===== src/rtl/regfile_sb.sv =====
// Parametrised two-read / two-write register file with a per-register load scoreboard.
// Port A carries ALU results and port B carries load returns. Port B also retires busy bits.

module regfile_sb_rdport #(
  parameter int WIDTH    = 16,
  parameter int COUNT    = 8,
  parameter int AW       = $clog2(COUNT),
  parameter int BYPASS   = 1,
  parameter int ZERO_REG = 0
) (
  input  logic [COUNT-1:0][WIDTH-1:0] regs,
  input  logic [COUNT-1:0]            busy,
  input  logic [AW-1:0]               rd_num,
  input  logic                        wa_en,
  input  logic [AW-1:0]               wa_num,
  input  logic [WIDTH-1:0]            wa_data,
  input  logic                        wb_en,
  input  logic [AW-1:0]               wb_num,
  input  logic [WIDTH-1:0]            wb_data,
  output logic [WIDTH-1:0]            rd_data,
  output logic                        rd_busy
);
  always_comb begin
    rd_data = regs[rd_num];
    rd_busy = busy[rd_num];
    if (BYPASS != 0) begin
      // Port A is checked last so it wins, matching what gets stored on a conflict
      if (wb_en && wb_num == rd_num) begin
        rd_data = wb_data;
        rd_busy = 1'b0;
      end
      if (wa_en && wa_num == rd_num) rd_data = wa_data;
    end
    if (ZERO_REG != 0 && rd_num == '0) begin
      rd_data = '0;
      rd_busy = 1'b0;
    end
  end
endmodule

module regfile_sb #(
  parameter int WIDTH    = 16,
  parameter int COUNT    = 8,
  parameter int BYPASS   = 1,
  parameter int ZERO_REG = 0,
  localparam int AW      = $clog2(COUNT)
) (
  input  logic             clk,
  input  logic             rst_n,
  input  logic [AW-1:0]    rd_num1,
  input  logic [AW-1:0]    rd_num2,
  output logic [WIDTH-1:0] rd_data1,
  output logic [WIDTH-1:0] rd_data2,
  output logic             rd_busy1,
  output logic             rd_busy2,
  input  logic             wa_en,
  input  logic [AW-1:0]    wa_num,
  input  logic [WIDTH-1:0] wa_data,
  input  logic             wb_en,
  input  logic [AW-1:0]    wb_num,
  input  logic [WIDTH-1:0] wb_data,
  input  logic             claim_en,
  input  logic [AW-1:0]    claim_num,
  output logic             claim_ready
);
  logic [COUNT-1:0][WIDTH-1:0] regs;
  logic [COUNT-1:0]            busy, busy_nxt;
  logic [1:0][AW-1:0]          rd_nums;
  logic [1:0][WIDTH-1:0]       rd_datas;
  logic [1:0]                  rd_busys;
  logic                        zero_claim, wa_ok, wb_ok, claim_acc;

  assign zero_claim  = (ZERO_REG != 0) && claim_num == '0;
  assign claim_ready = zero_claim || !busy[claim_num];
  assign claim_acc   = claim_en && claim_ready && !zero_claim;
  assign wa_ok       = wa_en && !(ZERO_REG != 0 && wa_num == '0);
  assign wb_ok       = wb_en && !(ZERO_REG != 0 && wb_num == '0);

  always_comb begin
    busy_nxt = busy;
    if (wb_en) busy_nxt[wb_num] = 1'b0;
    // A claim can only be accepted on a non-busy register; if that coincides
    // with a stray load return to it, the new outstanding load must stay tracked.
    if (claim_acc) busy_nxt[claim_num] = 1'b1;
  end

  always_ff @(posedge clk or negedge rst_n) begin
    if (!rst_n) begin
      regs <= '0;
      busy <= '0;
    end else begin
      busy <= busy_nxt;
      if (wb_ok) regs[wb_num] <= wb_data;
      if (wa_ok) regs[wa_num] <= wa_data;
    end
  end

  assign rd_nums = {rd_num2, rd_num1};

  for (genvar p = 0; p < 2; p++) begin : g_rd
    regfile_sb_rdport #(
      .WIDTH(WIDTH), .COUNT(COUNT), .AW(AW), .BYPASS(BYPASS), .ZERO_REG(ZERO_REG)
    ) u_rd (
      .regs    (regs),
      .busy    (busy),
      .rd_num  (rd_nums[p]),
      .wa_en   (wa_en),
      .wa_num  (wa_num),
      .wa_data (wa_data),
      .wb_en   (wb_en),
      .wb_num  (wb_num),
      .wb_data (wb_data),
      .rd_data (rd_datas[p]),
      .rd_busy (rd_busys[p])
    );
  end

  assign rd_data1 = rd_datas[0];
  assign rd_data2 = rd_datas[1];
  assign rd_busy1 = rd_busys[0];
  assign rd_busy2 = rd_busys[1];
endmodule


===== config.mk =====
export PLATFORM = sky130hd
export DESIGN_NAME = regfile_sb
export DESIGN_NICKNAME = d
export VERILOG_FILES = /design/src/rtl/regfile_sb.sv
export SDC_FILE = /design/constraint.sdc
export NUM_CORES = 1
export LEC_CHECK = 0
export ABC_CLOCK_PERIOD_IN_PS = 3600
export BUFFER_PORTS_ARGS = -buffer_cell sky130_fd_sc_hd__buf_2
export CAP_MARGIN = 20
export CORE_ASPECT_RATIO = 1.75
export CORE_UTILIZATION = 50
export CTS_BUF_LIST = sky130_fd_sc_hd__clkbuf_2 sky130_fd_sc_hd__clkbuf_4 sky130_fd_sc_hd__clkbuf_8
export CTS_CLUSTER_SIZE = 25
export DETAILED_ROUTE_END_ITERATION = 16
export PLACE_DENSITY = 0.67
export SETUP_SLACK_MARGIN = 0.2
export SLEW_MARGIN = 40
export SYNTH_ARGS = -nofsm -noshare
export SYNTH_HDL_FRONTEND = slang
export SYNTH_HIERARCHICAL = 1
export SYNTH_SLANG_ARGS = --single-unit

===== constraint.sdc =====
create_clock -name clk -period 3.6 [get_ports clk]
set_input_delay 0.54 -clock clk [delete_from_list [all_inputs] [get_ports clk]]
set_output_delay 0.54 -clock clk [all_outputs]
set_load 0.05 [all_outputs]

==> metrics, run 1 <==
Post-Syn Area=9771 um2; design area=10570 um2; Worst R2R Setup Slack=2.70 ns; Sink Count=136; final core utilization=55.30%; Starting Density=51.12%; FILL cells=1655; worst relative slew slack=44.84%; Synth top area share=34.83%; Distinct cells, synth=29; clock latency on the worst-skew pair=0.44 ns; Slew Viols, Final=0; WL final=26.33 mm; P&R area growth vs syn=8.182%; synth cell count leaders=161 x mux2i_1, 136 x dfrtp_1, 102 x nand2_1; post-cts repair resize count=0; post-CTS setup buffer count=0; Power Density=522.8 nW/um2; number of synthesized flops with an enable pin=0; Seq cells post-synth=136; xor and xnor area share after synthesis=1.076%; die area=20130 um2; worst reg2reg startpoint=busy[0]; top_reg_cell synth=dfrtp_1; DP HPWL=16.42 mm; Final setup viols=0; PortBufs=86; largest net degree at the start of global routing=60; Die W=107.7 um; clock share of power=26.4%; peak supply drop=261.6 uV; Lkg Pwr=4.838 nW; initial antenna violation count=0; diode count=0; Seq/Total Area, Yosys=34.83%; post-synth top area cell=dfrtp_1; mean post-synth cell area=11.09 um2; CTS H-tree lvls=4; Post-CTS Hold Buffers=0; CP required=3.06 ns; worst setup margin=0.6452 ns; Core Area=19110 um2; via count=7142; CP Launch Type=primary input; drt wl/cell=22.64 um; DR iter-0 viols=417; largest family of logic cells by synthesized area=multiplexers; Synth Area in Compound Gates=9.182%; Synth Area in Adders=0%; worst hold path type=in -> async; root buf cell=clkbuf_8; Hold Slack=0.03411 ns; Synth Area in Simple Gates=9.092%; gpl congestion=0.8073; Gate Count Post-Synth=881; Non-Filler Instances=1163; GRT Util Overall=27.68%; cell with the most instances after synthesis=mux2i_1; Synth area leaders=dfrtp_1 35%, mux2i_1 16%, mux4_1 15%; status=finished clean; Slew @ Worst Pin=0.8273 ns; CTS tree=yes; mux cell area share after synthesis=38.70%; Async SR Flop Fraction=100.0%; Register-to-Register Path Depth=1; Max Clk Rate=338.4 MHz; Num CTS Buffers=17; Clock Path Buffers=2; Setup CP Type=in -> out; pre-CTS setup slack=0.6871 ns; vias in the first global route=7021; DRC=0; RSZ-0062 raised after global routing=no; final net count=962; placed instance area=10110 um2; Worst-path clk slew=0.09 ns; Worst Skew=0 ns; critical path peak fanout=19; max-cap viol count=0; combinational power share=35.0%; Fin Setup TNS=0 ns; first-pass GRT wire length=41.45 mm; total grt overflow=0; Net Sw Frac=35.33%; fin crit period=2.955 ns; crit path capture type=primary output; total power=5.526 mW; total iterations of the first detailed-routing run=7; Int Pwr=3.574 mW; Cells after DPL=1132; Post-DRT Antenna Nets=0; period utilization=82.08%; Die H=186.9 um; layout cell share with drive strength beyond 1=22.45%; CP Data Arrival Time=2.41 ns; reg2reg end=busy[0]; Ys Warns=6; IO Count=87; Sequential Power Share=38.6%; syn_nets=933; final hold violation count=0; row count=67; NetSw=1.952 mW; vias per cell=6.141
[registers in the layout, indices dropped and copies added (netlist names)]
signal	cells
regs	128
busy	8
[critical path, cell delays in order]
cell and delay, ns:
buf_2 0.46, buf_4 0.34, mux4_1 0.32, mux2_2 0.29, mux2i_1 0.15, o21ai_1 0.08
buf_2 0.21
[cells by family after synthesis]
group           after synthesis
compound gates              168
xor+xnor                     12
buf+inv                     105
flops                       136
mux                         265
simple gates                195
[layer usage]
layer,wire [um],track usage [%],vias up
met1,10660,35.01,3539
met2,13940,48.77,225
li1,-,-,3331
met3,1120,3.101,47
met5,0,0,-
met4,604,8.904,0
[cell type report]
cell class	instances	area, um2	share of cell area [%]
clock buffers	20	256.5	2.427
clock inverters	11	198.9	1.882
multi-input cells	640	5680	53.74
flip-flops and latches	136	3403	32.20
well taps	241	301.5	2.853
repair buffers	115	729.5	6.901
[placed cells by master (no fill, tap or decap), types with 3 or more instances in the layout]
master	count
mux2i_1	161
nand4_1	4
clkbuf_4	3
dfrtp_1	136
o21ai_2	9
nand2_1	102
xnor2_1	12
buf_12	6
buf_4	23
clkbuf_8	17
mux4_2	14
buf_2	85
clkinv_4	5
nand4b_1	6
mux4_1	56
bufinv_16	5
nand2b_1	7
a21oi_1	64
o21ai_1	87
mux2_2	34
o31ai_1	6
nor2_1	64
and4bb_1	4
[power by group through the flow]
| stage | clock [mW] | combinational (mW) | sequential [mW] |
|---|---|---|---|
| after CTS | 1.49 | 1.95 | 2.13 |
| after global placement | 0 | 1.91 | 2.14 |
| after floorplan | 0 | 1.57 | 2.06 |
| after global routing | 1.55 | 2.08 | 2.18 |
| final | 1.46 | 1.94 | 2.13 |
| after detailed placement | 0 | 1.94 | 2.15 |
[worst max-delay path by stage]
stage	startpoint	end	slack, ns
detailed placement	rd_num1[2]	rd_data1[13]	0.69
global route	rd_num2[2]	rd_data2[10]	0.53
CTS	rd_num1[2]	rd_data1[9]	0.68
finish	rd_num1[2]	rd_data1[12]	0.65
global placement	rd_num1[2]	rd_data1[13]	0.69
floorplan	rd_num1[0]	rd_data1[10]	0.82
Note: power is estimated with default switching activity, not from simulation.
==> inputs of run 2 (changes only) <==
ABC_CLOCK_PERIOD_IN_PS = 3100   (was 3600)
clock period = 3.1 ns   (was 3.6 ns; I/O delays follow)
==> run 2 against run 1 <==
Net effect:
- wire length rose by 0.20%
- sequential share of layout area is 0.057 points higher
- via count increased by 1.3%
- sequential power is 16% higher
- critical path depth did not move
- cell count increased by 0.17%
- clock-buffer cell count rose by 2
- register-to-register slack worse by 0.50 ns
- die area stayed put
- clock skew did not move
==> metrics, run 2 (synthesis gave the netlist of run 1 again) <==
worst setup margin=0.3953 ns; met1 wire length=10.28 mm; pre-CTS setup slack=0.4097 ns; via count=7234; Starting Density=51.12%; vias per cell=6.209; fin crit period=2.705 ns; metal3 WL=1.310 mm; largest net degree at the start of global routing=57; GRT Util Overall=27.66%; Clock Path Buffers=2; Max Clk Rate=369.7 MHz; drt wl/cell=22.65 um; total grt overflow=0; Post-DRT Antenna Nets=0; total iterations of the first detailed-routing run=5; Slew @ Worst Pin=0.7827 ns; max reg flops=128; Hold Slack=0.2883 ns; gpl congestion=0.7831; crit path capture type=primary output; commonest non-fill, non-tap cell in the layout=mux2i_1; final hold violation count=0; row count=67; Num CTS Buffers=17; initial antenna violation count=0; CP required=2.63 ns; first-pass GRT wire length=41.61 mm; CTS tree=yes; Final setup viols=0; worst relative slew slack=47.82%; DRC=0; CP Data Arrival Time=2.24 ns; Core Area=19110 um2; Worst Skew=0 ns; final core utilization=55.20%; top sig layer=met4; Fin Setup TNS=0 ns; root buf cell=clkbuf_8; Die H=186.9 um; post-cts repair resize count=0; vias in the first global route=7343; Die W=107.7 um; Lkg Pwr=4.834 nW; routed wl met2=13.97 mm; layout cell share with drive strength beyond 1=22.51%; PortBufs=86; critical path peak fanout=36; beginning of the worst hold path=claim_num[1]; peak supply drop=289.8 uV; P&R area growth vs syn=7.991%; DP HPWL=16.27 mm; worst reg2reg startpoint=busy[0]; Setup crit start=rd_num1[0]; Setup CP Type=in -> out; worst hold path type=in -> reg; status=finished clean; Slew Viols, Final=0; die area=20130 um2; max-cap viol count=0; WL final=26.38 mm; Sink Count=136; largest registers=regs x128, busy x8; IO Count=87; Power Density=596.7 nW/um2; DR iter-0 viols=489; Worst-path clk slew=0.07 ns; diode count=0; final net count=965; CP Launch Type=primary input; RSZ-0062 raised after global routing=no; most frequent cells in the layout=161 x mux2i_1, 136 x dfrtp_1, 102 x nand2_1; Largest Register=regs; clock latency on the worst-skew pair=0.45 ns; CTS H-tree lvls=4; period utilization=87.25%
## run 2: changes by cell type in the layout (fill, tap and decap cells not counted), sizes merged
| cell | change |
|---|---|
| dlygate4sd3 | +1 |
| clkbuf | +2 |
| clkinvlp | +1 |
| clkinv | -2 |
| bufinv | -2 |
| buf | +2 |
## run 2: what timing repair did
item,in CTS,in global routing
endpoints found under the hold margin,21,0
hold buffers,1,0
buffers inserted,0,0
## run 2: final cells by class
type	count	area, um2
fillers	1696	8562
multi-input cells	640	5680
flip-flops and latches	136	3403
repair buffers	118	754.5
well taps	241	301.5
clock buffers	22	290.3
clock inverters	8	121.4
## run 2: power by group
part           switching (mW)  leakage [nW]  internal (mW)
clock                   0.698         0.211          0.866
sequential              0.310          1.61           2.17
combinational            1.25          3.02          0.993
total                    2.26          4.83           4.03
## run 2: worst max-delay path, cell delays in order
cell,delay [ns]
buf_2,0.10
buf_12,0.27
mux4_1,0.59
mux2_2,0.28
mux2i_1,0.21
o21ai_1,0.08
buf_2,0.22
## run 2: per-stage QoR
stage | cells | instance area (um2) | power (mW)
after floorplan | 881 | 9771 | 4.209
after global routing | 1165 | 10550 | 6.616
after CTS | 1165 | 10550 | 6.333
after detailed placement | 1134 | 10130 | 4.765
after global placement | 1134 | 10130 | 4.690
final | 1165 | 10550 | 6.296
## run 2: final timing paths
| kind | end | slack, ns | cells past startpoint |
|---|---|---|---|
| max in group asynchronous | regs[28] | 1.70 | 4 |
| min in group asynchronous | regs[64] | 0.53 | 2 |
| hold reg to reg | busy[5] | 0.53 | 1 |
| hold / removal | busy[0] | 0.29 | 2 |
| setup / recovery | rd_data1[2] | 0.40 | 7 |
| setup reg to reg | busy[0] | 2.20 | 1 |
## run 2: layer usage
layer  global-route usage [%]  up-vias
li1                         -     3317
met1                    34.18     3580
met2                    48.22      285
met3                    2.927       52
met4                    12.01        0
met5                        0        -
